==> src/rtl/io_terminal_controller.sv <==
// Terminal bridge between a host byte stream and the INPR/OUTR character path.
// The RX FIFO feeds INPR through the FGI handshake; the TX FIFO captures OUTR through the FGO handshake.
module io_terminal_controller #(
  parameter int DEPTH = 4,
  parameter int WIDTH = 8
) (
  input  logic                       clock_in,
  input  logic                       reset_n_in,
  input  logic                       boot_in,
  input  logic [WIDTH-1:0]           rx_data_in,
  input  logic                       rx_valid_in,
  output logic                       rx_ready_out,
  output logic [WIDTH-1:0]           tx_data_out,
  output logic                       tx_valid_out,
  input  logic                       tx_ready_in,
  input  logic                       fgi_in,
  input  logic                       fgo_in,
  input  logic [WIDTH-1:0]           outr_in,
  output logic [WIDTH-1:0]           inpr_data_out,
  output logic                       load_out,
  output logic                       clear_out,
  output logic [$clog2(DEPTH+1)-1:0] rx_count_out,
  output logic [$clog2(DEPTH+1)-1:0] tx_count_out
);

  localparam int PW = (DEPTH > 1) ? $clog2(DEPTH) : 1;
  localparam int CW = $clog2(DEPTH+1);
  localparam logic [CW-1:0] FULL = CW'(DEPTH);

  typedef enum logic [1:0] {RX_IDLE, RX_LOAD, RX_WAIT} rx_state_t;
  typedef enum logic [1:0] {TX_IDLE, TX_ACK, TX_WAIT} tx_state_t;

  logic [WIDTH-1:0] rx_mem [DEPTH];
  logic [PW-1:0]    rx_wr_ptr, rx_rd_ptr;
  logic [CW-1:0]    rx_count, rx_count_nxt;
  logic             rx_ready_q, rx_push, rx_pop, rx_start;
  rx_state_t        rx_state, rx_state_nxt;

  logic [WIDTH-1:0] tx_mem [DEPTH];
  logic [PW-1:0]    tx_wr_ptr, tx_rd_ptr;
  logic [CW-1:0]    tx_count, tx_count_nxt;
  logic             tx_push, tx_pop;
  tx_state_t        tx_state, tx_state_nxt;

  // ---- RX path: host -> FIFO -> INPR ----
  // Ready comes from a register, so a pop in the same cycle never frees a slot early.
  assign rx_ready_out = rx_ready_q && !boot_in;
  assign rx_push      = rx_valid_in && rx_ready_out;
  assign rx_pop       = (rx_state == RX_LOAD) && !boot_in;
  assign rx_count_out = rx_count;

  always_comb begin
    rx_count_nxt = rx_count;
    case ({rx_push, rx_pop})
      2'b10:   rx_count_nxt = rx_count + CW'(1);
      2'b01:   rx_count_nxt = rx_count - CW'(1);
      default: rx_count_nxt = rx_count;
    endcase
  end

  always_comb begin
    rx_state_nxt = rx_state;
    load_out     = 1'b0;
    rx_start     = 1'b0;
    case (rx_state)
      RX_IDLE: if (rx_count != '0 && !fgi_in) begin
        rx_state_nxt = RX_LOAD;
        rx_start     = 1'b1;
      end
      RX_LOAD: begin
        load_out     = 1'b1;
        rx_state_nxt = RX_WAIT;
      end
      // Wait for FGI to rise so the flag latency cannot trigger a second load.
      RX_WAIT: if (fgi_in) rx_state_nxt = RX_IDLE;
      default: rx_state_nxt = RX_IDLE;
    endcase
    if (boot_in) begin
      rx_state_nxt = RX_IDLE;
      load_out     = 1'b0;
      rx_start     = 1'b0;
    end
  end

  always_ff @(posedge clock_in or negedge reset_n_in) begin
    if (!reset_n_in) begin
      rx_state      <= RX_IDLE;
      rx_wr_ptr     <= '0;
      rx_rd_ptr     <= '0;
      rx_count      <= '0;
      rx_ready_q    <= 1'b0;
      inpr_data_out <= '0;
    end else if (boot_in) begin
      rx_state      <= RX_IDLE;
      rx_wr_ptr     <= '0;
      rx_rd_ptr     <= '0;
      rx_count      <= '0;
      rx_ready_q    <= 1'b0;
      inpr_data_out <= '0;
    end else begin
      rx_state   <= rx_state_nxt;
      rx_count   <= rx_count_nxt;
      rx_ready_q <= (rx_count_nxt != FULL);
      if (rx_push)  rx_wr_ptr <= rx_wr_ptr + PW'(1);
      if (rx_pop)   rx_rd_ptr <= rx_rd_ptr + PW'(1);
      if (rx_start) inpr_data_out <= rx_mem[rx_rd_ptr];
    end
  end

  always_ff @(posedge clock_in) begin
    if (rx_push) rx_mem[rx_wr_ptr] <= rx_data_in;
  end

  // ---- TX path: OUTR -> FIFO -> host ----
  assign tx_valid_out = (tx_count != '0);
  assign tx_data_out  = tx_valid_out ? tx_mem[tx_rd_ptr] : '0;
  assign tx_pop       = tx_valid_out && tx_ready_in && !boot_in;
  assign tx_push      = (tx_state == TX_ACK) && !boot_in;
  assign tx_count_out = tx_count;

  always_comb begin
    tx_count_nxt = tx_count;
    case ({tx_push, tx_pop})
      2'b10:   tx_count_nxt = tx_count + CW'(1);
      2'b01:   tx_count_nxt = tx_count - CW'(1);
      default: tx_count_nxt = tx_count;
    endcase
  end

  // A full FIFO holds the FSM in idle; FGO stays low so the CPU stalls instead of losing data.
  always_comb begin
    tx_state_nxt = tx_state;
    clear_out    = 1'b0;
    case (tx_state)
      TX_IDLE: if (!fgo_in && tx_count != FULL) tx_state_nxt = TX_ACK;
      TX_ACK: begin
        clear_out    = 1'b1;
        tx_state_nxt = TX_WAIT;
      end
      TX_WAIT: if (fgo_in) tx_state_nxt = TX_IDLE;
      default: tx_state_nxt = TX_IDLE;
    endcase
    if (boot_in) begin
      tx_state_nxt = TX_IDLE;
      clear_out    = 1'b0;
    end
  end

  always_ff @(posedge clock_in or negedge reset_n_in) begin
    if (!reset_n_in) begin
      tx_state  <= TX_IDLE;
      tx_wr_ptr <= '0;
      tx_rd_ptr <= '0;
      tx_count  <= '0;
    end else if (boot_in) begin
      tx_state  <= TX_IDLE;
      tx_wr_ptr <= '0;
      tx_rd_ptr <= '0;
      tx_count  <= '0;
    end else begin
      tx_state <= tx_state_nxt;
      tx_count <= tx_count_nxt;
      if (tx_push) tx_wr_ptr <= tx_wr_ptr + PW'(1);
      if (tx_pop)  tx_rd_ptr <= tx_rd_ptr + PW'(1);
    end
  end

  always_ff @(posedge clock_in) begin
    if (tx_push) tx_mem[tx_wr_ptr] <= outr_in;
  end

endmodule

==> config.mk <==
export PLATFORM = sky130hd
export DESIGN_NAME = io_terminal_controller
export DESIGN_NICKNAME = d
export VERILOG_FILES = /design/src/rtl/io_terminal_controller.sv
export SDC_FILE = /design/constraint.sdc
export NUM_CORES = 1
export LEC_CHECK = 0
export CAP_MARGIN = 20
export CORE_MARGIN = 3
export CORE_UTILIZATION = 45
export CTS_CLUSTER_DIAMETER = 200
export DETAILED_ROUTE_END_ITERATION = 10
export PLACE_DENSITY = 0.74
export SYNTH_ARGS = -nofsm -noshare
export SYNTH_HDL_FRONTEND = slang
export SYNTH_SLANG_ARGS = --single-unit
export TNS_END_PERCENT = 30
==> constraint.sdc <==
create_clock -name clock_in -period 2 [get_ports clock_in]
set_input_delay 0.2 -clock clock_in [delete_from_list [all_inputs] [get_ports clock_in]]
set_output_delay 0.2 -clock clock_in [all_outputs]
set_load 0.01 [all_outputs]
# ---- Yosys cells after proc, flatten, opt, wreduce, memory -nomap -nowiden
# Memory sizes are Yosys's and may differ from the RTL's.
# Index checks and enable logic that the tools add are counted.
dict set report totals {
  n_memories 2
  in_bits 23
  regBits 27
  word_cells 92
  output_inout_bits 26
  ramBits 64
}
# name words width rd rd_clocked_by_memory_dff write_ports line
set mem_list {}
lappend mem_list {rx_mem 4 8 1 0 1 33} ;# logic [WIDTH-1:0] rx_mem [DEPTH];
lappend mem_list {tx_mem 4 8 1 0 1 39} ;# logic [WIDTH-1:0] tx_mem [DEPTH];
dict set report classes {
  addsub 8
  eq_ne 14
  n_mux 35
  reduce_logical 23
}
# cell n
set op_table {}
lappend op_table {{$mux 2} 14}
lappend op_table {{$mux 8} 3}
lappend op_table {{$ne 3x3->1 const B} 6}
lappend op_table {{$mux 1} 12}
lappend op_table {{$pmux 2 s3} 2}
lappend op_table {{$pmux 3 s2} 2}
lappend op_table {{$reduce_bool 2->1} 5}
lappend op_table {{$reduce_bool 3->1} 3}
lappend op_table {{$add 2x1->2 const B} 4}
lappend op_table {{$eq 2x1->1 const B} 4}
lappend op_table {{$eq 2x2->1 const B} 4}
lappend op_table {{$logic_and 1x1->1} 8}
lappend op_table {{$add 3x1->3 const B} 2}
lappend op_table {{$mux 3} 2}
lappend op_table {{$sub 3x1->3 const B} 2}
lappend op_table {{$logic_not 2->1} 2}
lappend op_table {{$reduce_and 2->1} 2}
lappend op_table {{$logic_not 1->1} 3}

# ---- Logic depth before layout (Yosys ltp)
# Gate-level depths: netlist (run 1).
dict set report depth {
  depth_word 7
  depth_mapped 8
  depth_no_buf 7
}

# ---- Least setup slack after synthesis (run 1)
# No wires, ideal clock.
dict set report synth_timing {
  kind {flip-flop to flip-flop}
  startpoint {register rx_ready_q}
  endpoint {register rx_ready_q}
  required_ps 1880
  slack_ps -69
  path_stages_with_launch 9
  period_less_slack_ps 2069
  path_buffers 1
  arrival_time_ps 1949
  setup_ps 120
  cell_sequence {dfrtp_1 > and3b_1 > clkbuf_1 > inv_2 > ha_1 > fa_1 > xnor2_1 > or3_1 > a31o_1}
}
dict set report synth_via {
  elab_chain_len 6
  elab_cells_between_ends 7
  classes_between {3 x eq/ne; 2 x mux; 2 x reduce/logical}
}
# element line
set synth_lines {}
lappend synth_lines {{start: declaration} 36} ;# logic rx_ready_q, rx_push, rx_pop, rx_start;
lappend synth_lines {{start signal: assignment} 103} ;# rx_ready_q <= (rx_count_nxt != FULL);
lappend synth_lines {{$logic_and 1x1->1 *} 47} ;# assign rx_ready_out = rx_ready_q && !boot_in;
lappend synth_lines {{$logic_and 1x1->1 *} 48} ;# assign rx_push = rx_valid_in && rx_ready_out;
lappend synth_lines {{$eq 2x1->1 / $eq 2x2->1 (equally long branches)} 54} ;# case ({rx_push, rx_pop})
lappend synth_lines {{$pmux 3 s2 *} 54}
lappend synth_lines {{$ne 3x3->1 *} 103}
lappend synth_lines {{$mux 1 *} 93} ;# end else if (boot_in) begin
# Mark *: on every way between the ends. The rest lies on a longest branch, timed or not.
# A chain may end at the register's enable or synchronous reset.

# ---- Worst setup path in the final report (run 1)
# Ends and elaborated chain as after synthesis.

==> results of run 1 <==
area by class of cell:
cell class,instances,share of cell area [%]
well taps,105,2.64
flip-flops and latches,91,52.1
clock buffers,10,2.56
repair buffers,81,15.6
multi-input cells,139,25.4
inverters,8,0.603
clock inverters,6,1.11
cells by family (layout without fill, tap and decap cells):
| kind of cell | count (synthesis) | after routing | share of synthesized area, % |
|---|---|---|---|
| flip-flops | 91 | 91 | 66.7 |
| adder cells (fa/ha/maj) | 11 | 11 | 3.92 |
| multiplexers | 17 | 17 | 9.51 |
| AO/OA/AOI/OAI | 31 | 31 | 4.85 |
| AND/OR/NAND/NOR | 70 | 70 | 10.1 |
| buffers and inverters | 21 | 105 | 2.76 |
| XOR/XNOR | 10 | 10 | 2.25 |
timing repair:
| action | in CTS | in global routing |
|---|---|---|
| endpoints found under the setup margin | 10 | 12 |
| gates resized for setup | 33 | 25 |
| setup buffers | 5 | 3 |
| pin swaps | 0 | 6 |
metrics by stage:
step,TNS (ns),hold WS (ns),std cells
2_1_floorplan,0,-0.0956,251
3_3_place_gp,-1.04,0.526,417
3_5_place_dp,-1.15,0.538,417
4_1_cts,-0.114,0.221,438
5_1_grt,-0.105,0.244,440
6_report,0,0.227,440
per-layer routing:
metal  track usage (%)  wire length (um)
met5                 0                 0
met4              5.99               147
met3              3.68               329
met2              26.9              3880
met1              19.8              2970
worst max-delay path: stages, from the launching register on:
cell	delay, ns
dfrtp_1	0.37
and3b_2	0.21
inv_2	0.05
ha_4	0.16
fa_2	0.37
xnor2_2	0.16
or3_4	0.38
a31o_1	0.18
state kept, by name, summed over array words and instances (netlist names):
register	cells
tx_state	2
tx_count_out	3
rx_wr_ptr	2
rx_mem	32
inpr_data_out	8
tx_wr_ptr	2
rx_state	2
tx_mem	32
tx_rd_ptr	2
rx_count_out	3
rx_rd_ptr	2
rx_ready_q	1
final timing paths:
| path | to | slack, ns |
|---|---|---|
| min in group clock_in | rx_count_out[2] | 0.42 |
| worst max register to register | rx_ready_q | 0.02 |
| worst max-delay path | rx_ready_q | 0.02 |
| worst min-delay path | tx_count_out[1] | 0.23 |
| worst min register to register | inpr_data_out[5] | 0.56 |
| max in group asynchronous | tx_state[0] | 1.51 |
cell usage after synthesis, drive strengths merged, types with 5 or more instances:
master | n | area [sq um]
xnor2 | 5 | 43.8
a21oi | 13 | 68.8
nor2 | 13 | 48.8
inv | 8 | 30.0
nand3 | 11 | 55.1
nand2 | 5 | 18.8
xor2 | 5 | 43.8
ha | 9 | 113
edfxtp | 64 | 1920
dfrtp | 27 | 676
o21ai | 10 | 50.1
mux4 | 16 | 360
nor3 | 7 | 45.0
and2 | 13 | 81.3
buf | 12 | 73.8
where the power goes:
part	switching, mW	leakage [nW]	internal (mW)	total (mW)
clock network	0.676	0.0942	0.482	1.16
registers	0.0431	0.947	2.08	2.12
logic	0.260	0.827	0.306	0.566
==> metrics.txt, run 1 <==
status=finished, final reports clean; boundary pin count=49; final worst path period need=1.98 ns; core area=just over 0.008 sq mm; worst r2r src=rx_ready_q; most frequent cells in the layout=edfxtp_1 (64), clkdlybuf4s50_1 (38), dfrtp_1 (27), buf_4 (26), mux4_2 (16); TritonCTS Buffers=9; asr flop ratio synth=29.7%; wire per inst=~17 um; peak supply drop=between 0.4 and 0.5 mV; total power=3.84 mW; most common cell after layout, fill and taps aside=edfxtp_1; maxcap violations=0; Starting Density=46.9%; Worst-Margin Slew=0.561 ns; RSZ-0062 raised after global routing=true; Worst Skew=0.00848 ns; die height=~100 um; critical path class=reg -> reg; post-synth cell types=40; Seq/Total Area, Yosys=66.7%; Post-synth top flop=edfxtp_1; row cnt=33; Multi-input gate area=0.00126 sq mm; DRT antenna net count=0; Hold Path Class=in -> async; final setup fails=0; FF+latch count, synth=91; worst skew pair latency=~0.35 ns; Power Density=771 mW/mm^2; Reg2Reg Depth=7; HPWL after DPL=5.00 mm; share of cells above drive strength 1=28.4%; Fmax=506 MHz; synthesized area=slightly below 0.004 sq mm; routed wire length=7.33 mm; placer congestion estimate=0.818; pre-CTS setup slack=-0.414 ns; Design Area, Final=0.00498 sq mm; chip width=99.1 um; root buffer cell=clkbuf_8; largest net degree at the start of global routing=28; CP endpoint kind=flip-flop; full die area=0.00981 sq mm; Final period util=about 99%; largest fanout on the critical path=2; EDFF count, synth=64; initial antenna violation count=0; port bufs=48; placed instance area=roughly 0.0047 sq mm; slew margin rel.=62.4%; LEAKAGE=1.87 nW; Slew Viols, Final=0; vias per inst=5.28; first-pass GRT wire length=12.1 mm; Required @ worst endpoint=2.25 ns; Setup WS post-layout=0.0238 ns; Layout area overhead=27.8%; Sink Count=between 90 and 100; final core utilization=60.0%; Iteration-0 DRC Markers=97; Layout fillers=627; GRT Total Usage=15.8%; DRC Markers=0; vias in the first global route=between 2000 and 3000; Max Buffers Root-to-Sink=2; cells after synthesis=251; Critical Path Start=rx_ready_q; Mapped Avg Cell Area=15.5 sq um; WP data arrival=2.22 ns; via count=2323; Syn Nets=285; Register Area=0.00260 sq mm; grt ovf=0; synth warn=0; Final Hold Vio Count=0; Layout Nets=~360; clk slew on worst S/H paths=0.09 ns; htree depth=3; n_diodes=0; CTS tree=built; DR pass1 iterations=4; Hold-fix buffers, CTS=0; crit path launch type=flip-flop
(Power assumes the default switching activity.)
==> inputs of run 2 (changes only) <==
--- a/config.mk
+++ b/config.mk
@@ -7,10 +7,10 @@
 export LEC_CHECK = 0
 export CAP_MARGIN = 20
 export CORE_MARGIN = 3
-export CORE_UTILIZATION = 45
-export CTS_CLUSTER_DIAMETER = 200
+export CORE_UTILIZATION = 50
+export CTS_CLUSTER_DIAMETER = 40
 export DETAILED_ROUTE_END_ITERATION = 10
-export PLACE_DENSITY = 0.74
+export PLACE_DENSITY = 0.8
 export SYNTH_ARGS = -nofsm -noshare
 export SYNTH_HDL_FRONTEND = slang
 export SYNTH_SLANG_ARGS = --single-unit
==> run 2 against run 1 <==
Against the previous run: utilization rose by 5.4 points; largest cell class unchanged; design area is 2.8% lower; maximum frequency rose by 0.49%; clock-buffer cell count fell by 1; via count is 0.52% higher; wire length decreased by 2.9%; sequential share of layout area rose by 1.5 points; critical path depth unchanged; critical endpoint unchanged; largest power group unchanged; sequential cell count stayed put; register-to-register slack is essentially flat; sequential power is essentially flat.
==> metrics.txt, run 2 (synthesized netlist as in run 1, its figures left out) <==
status=finished, final reports clean; Final Non-Filler Cells=427 (-3.0%); largest fanout on the critical path=2 (unchanged); DRT antenna net count=0 (unchanged); Sink Count=91 (unchanged); final setup TNS=0 ns (unchanged); placer congestion estimate=0.794 (-2.9%); Max Buffers Root-to-Sink=2 (unchanged); wire per inst=16.7 um (about the same); Hold Path Class=in -> async; Slew Viols, Final=0 (unchanged); Starting Density=52.6% (+5.6 points); busiest grt layer=met2; vias per inst=5.47 (+3.6%); slew margin rel.=63.2% (+0.80 points); n_diodes=0 (unchanged); share of cells above drive strength 1=24.4% (-4.0 points); htree depth=3 (unchanged); via count=2335 (+0.52%); DR pass1 iterations=4 (unchanged); final setup fails=0 (unchanged); WP data arrival=2.23 ns (about the same); grt met1 use=23.1% (+3.4 points); M2 GR Usage=28.6% (+1.7 points); Iteration-0 DRC Markers=152 (+57%); grt ovf=0 (unchanged); Required @ worst endpoint=2.26 ns (about the same); largest net degree at the start of global routing=28 (unchanged); peak supply drop=0.519 mV (+15%); Worst-Margin Slew=0.549 ns (-0.0120 ns); grt met3 use=5.37% (+1.7 points); row cnt=31 (-6.1%); CTS tree=built; clk slew on worst S/H paths=0.10 ns (about the same); Final period util=98.3% (-0.48 points); LEAKAGE=1.82 nW (-2.8%); first-pass GRT wire length=11.8 mm (-2.2%); crit path launch type=flip-flop; Layout Nets=357 (-1.9%); Design Area, Final=0.00484 sq mm (-2.8%); pre-CTS setup slack=-0.316 ns (+0.0974 ns); boundary pin count=49 (unchanged); most common cell after layout, fill and taps aside=edfxtp_1; maxcap violations=0 (unchanged); die height=94.3 um (-4.8%); Worst Skew=0.0106 ns (+0.00209 ns); critical path class=reg -> reg; placed instance area=0.00459 sq mm (-1.9%); core area=0.00741 sq mm (-11%); initial antenna violation count=0 (unchanged); Layout area overhead=24.3%; vias in the first global route=2356 (-7.0%); Regs by FF count=rx_mem x32, tx_mem x32, inpr_data_out x8; port bufs=48 (unchanged); full die area=0.00889 sq mm (-9.4%); Setup WS post-layout=0.0333 ns (+0.00956 ns); Power Density=793 mW/mm^2 (+2.8%); final worst path period need=1.97 ns (-0.00956 ns); Post-Place Cells=405 (-2.9%); chip width=94.3 um (-4.8%); root buffer cell=clkbuf_8; GRT Total Usage=17.7% (+1.9 points); Hold-fix buffers, CTS=0 (unchanged); Final Hold Vio Count=0 (unchanged); RSZ-0062 raised after global routing=true; CP endpoint kind=flip-flop; total power=3.84 mW (about the same); Fmax=508 MHz (+0.49%); HPWL after DPL=4.90 mm (-2.0%); TritonCTS Buffers=9 (unchanged); routed wire length=7.11 mm (-2.9%); worst skew pair latency=0.37 ns (+0.02 ns); DRC Markers=0 (unchanged); most frequent cells in the layout=edfxtp_1 (64), clkdlybuf4s50_1 (39), dfrtp_1 (27), buf_4 (22), mux4_2 (16)
[run 2: cell count changes in the layout (fill, tap and decap cells not counted), sizes merged]
cell           before  now
clkinv              1    2
buf                40   32
dlygate4sd2         1    0
clkdlybuf4s50      38   39
[run 2: area by class of cell]
class / instances / area [sq um]
well taps: 99 / 124
clock inverters: 7 / 65.1
inverters: 8 / 30.0
clock buffers: 9 / 124
fillers: 532 / 2560
multi-input cells: 139 / 1220
flip-flops and latches: 91 / 2600
repair buffers: 74 / 679
[run 2: critical path, cell delays in order (launching register included)]
cell	delay [ns]
dfrtp_1	0.39
and3b_2	0.23
inv_2	0.04
ha_2	0.19
fa_2	0.34
xnor2_1	0.13
or3_1	0.36
a31o_1	0.19
[run 2: per-layer routing]
metal | vias up | share of wire (%)
li1 | 1086 | -
met1 | 1171 | 44
met2 | 67 | 49
met3 | 11 | 5.1
met4 | 0 | 1.6
met5 | - | 0
[run 2: where the power goes]
group / internal [mW] / total, mW / leakage (nW) / switching, mW
Clock: 0.486 / 1.18 / 0.0999 / 0.696
Combinational: 0.288 / 0.542 / 0.770 / 0.254
Sequential: 2.08 / 2.12 / 0.947 / 0.0405
[run 2: stage by stage]
step | hold slack, ns | utilization (%)
floorplan | -0.0956 | -
global placement | 0.526 | 62.0
detailed placement | 0.532 | 62.0
CTS | 0.199 | 65.1
global route | 0.218 | 65.4
finish | 0.194 | 65.4
[run 2: final timing paths]
path                                        from                to  slack (ns)  depth (start not counted)
max in group asynchronous             reset_n_in  inpr_data_out[3]        1.53                          2
worst min-delay path                  reset_n_in       tx_state[0]        0.19                          2
worst max register to register        rx_ready_q        rx_ready_q        0.03                          7
min in group clock_in              rx_data_in[0]      rx_mem[2][0]        0.46                          1
worst max-delay path                  rx_ready_q        rx_ready_q        0.03                          7
worst min register to register  inpr_data_out[2]  inpr_data_out[2]        0.55                          2
[run 2: repair_timing]
action,4_1_cts,5_1_grt
setup endpoints to repair,10,14
setup buffers,4,2
gates resized for setup,31,8
pin swaps,1,7
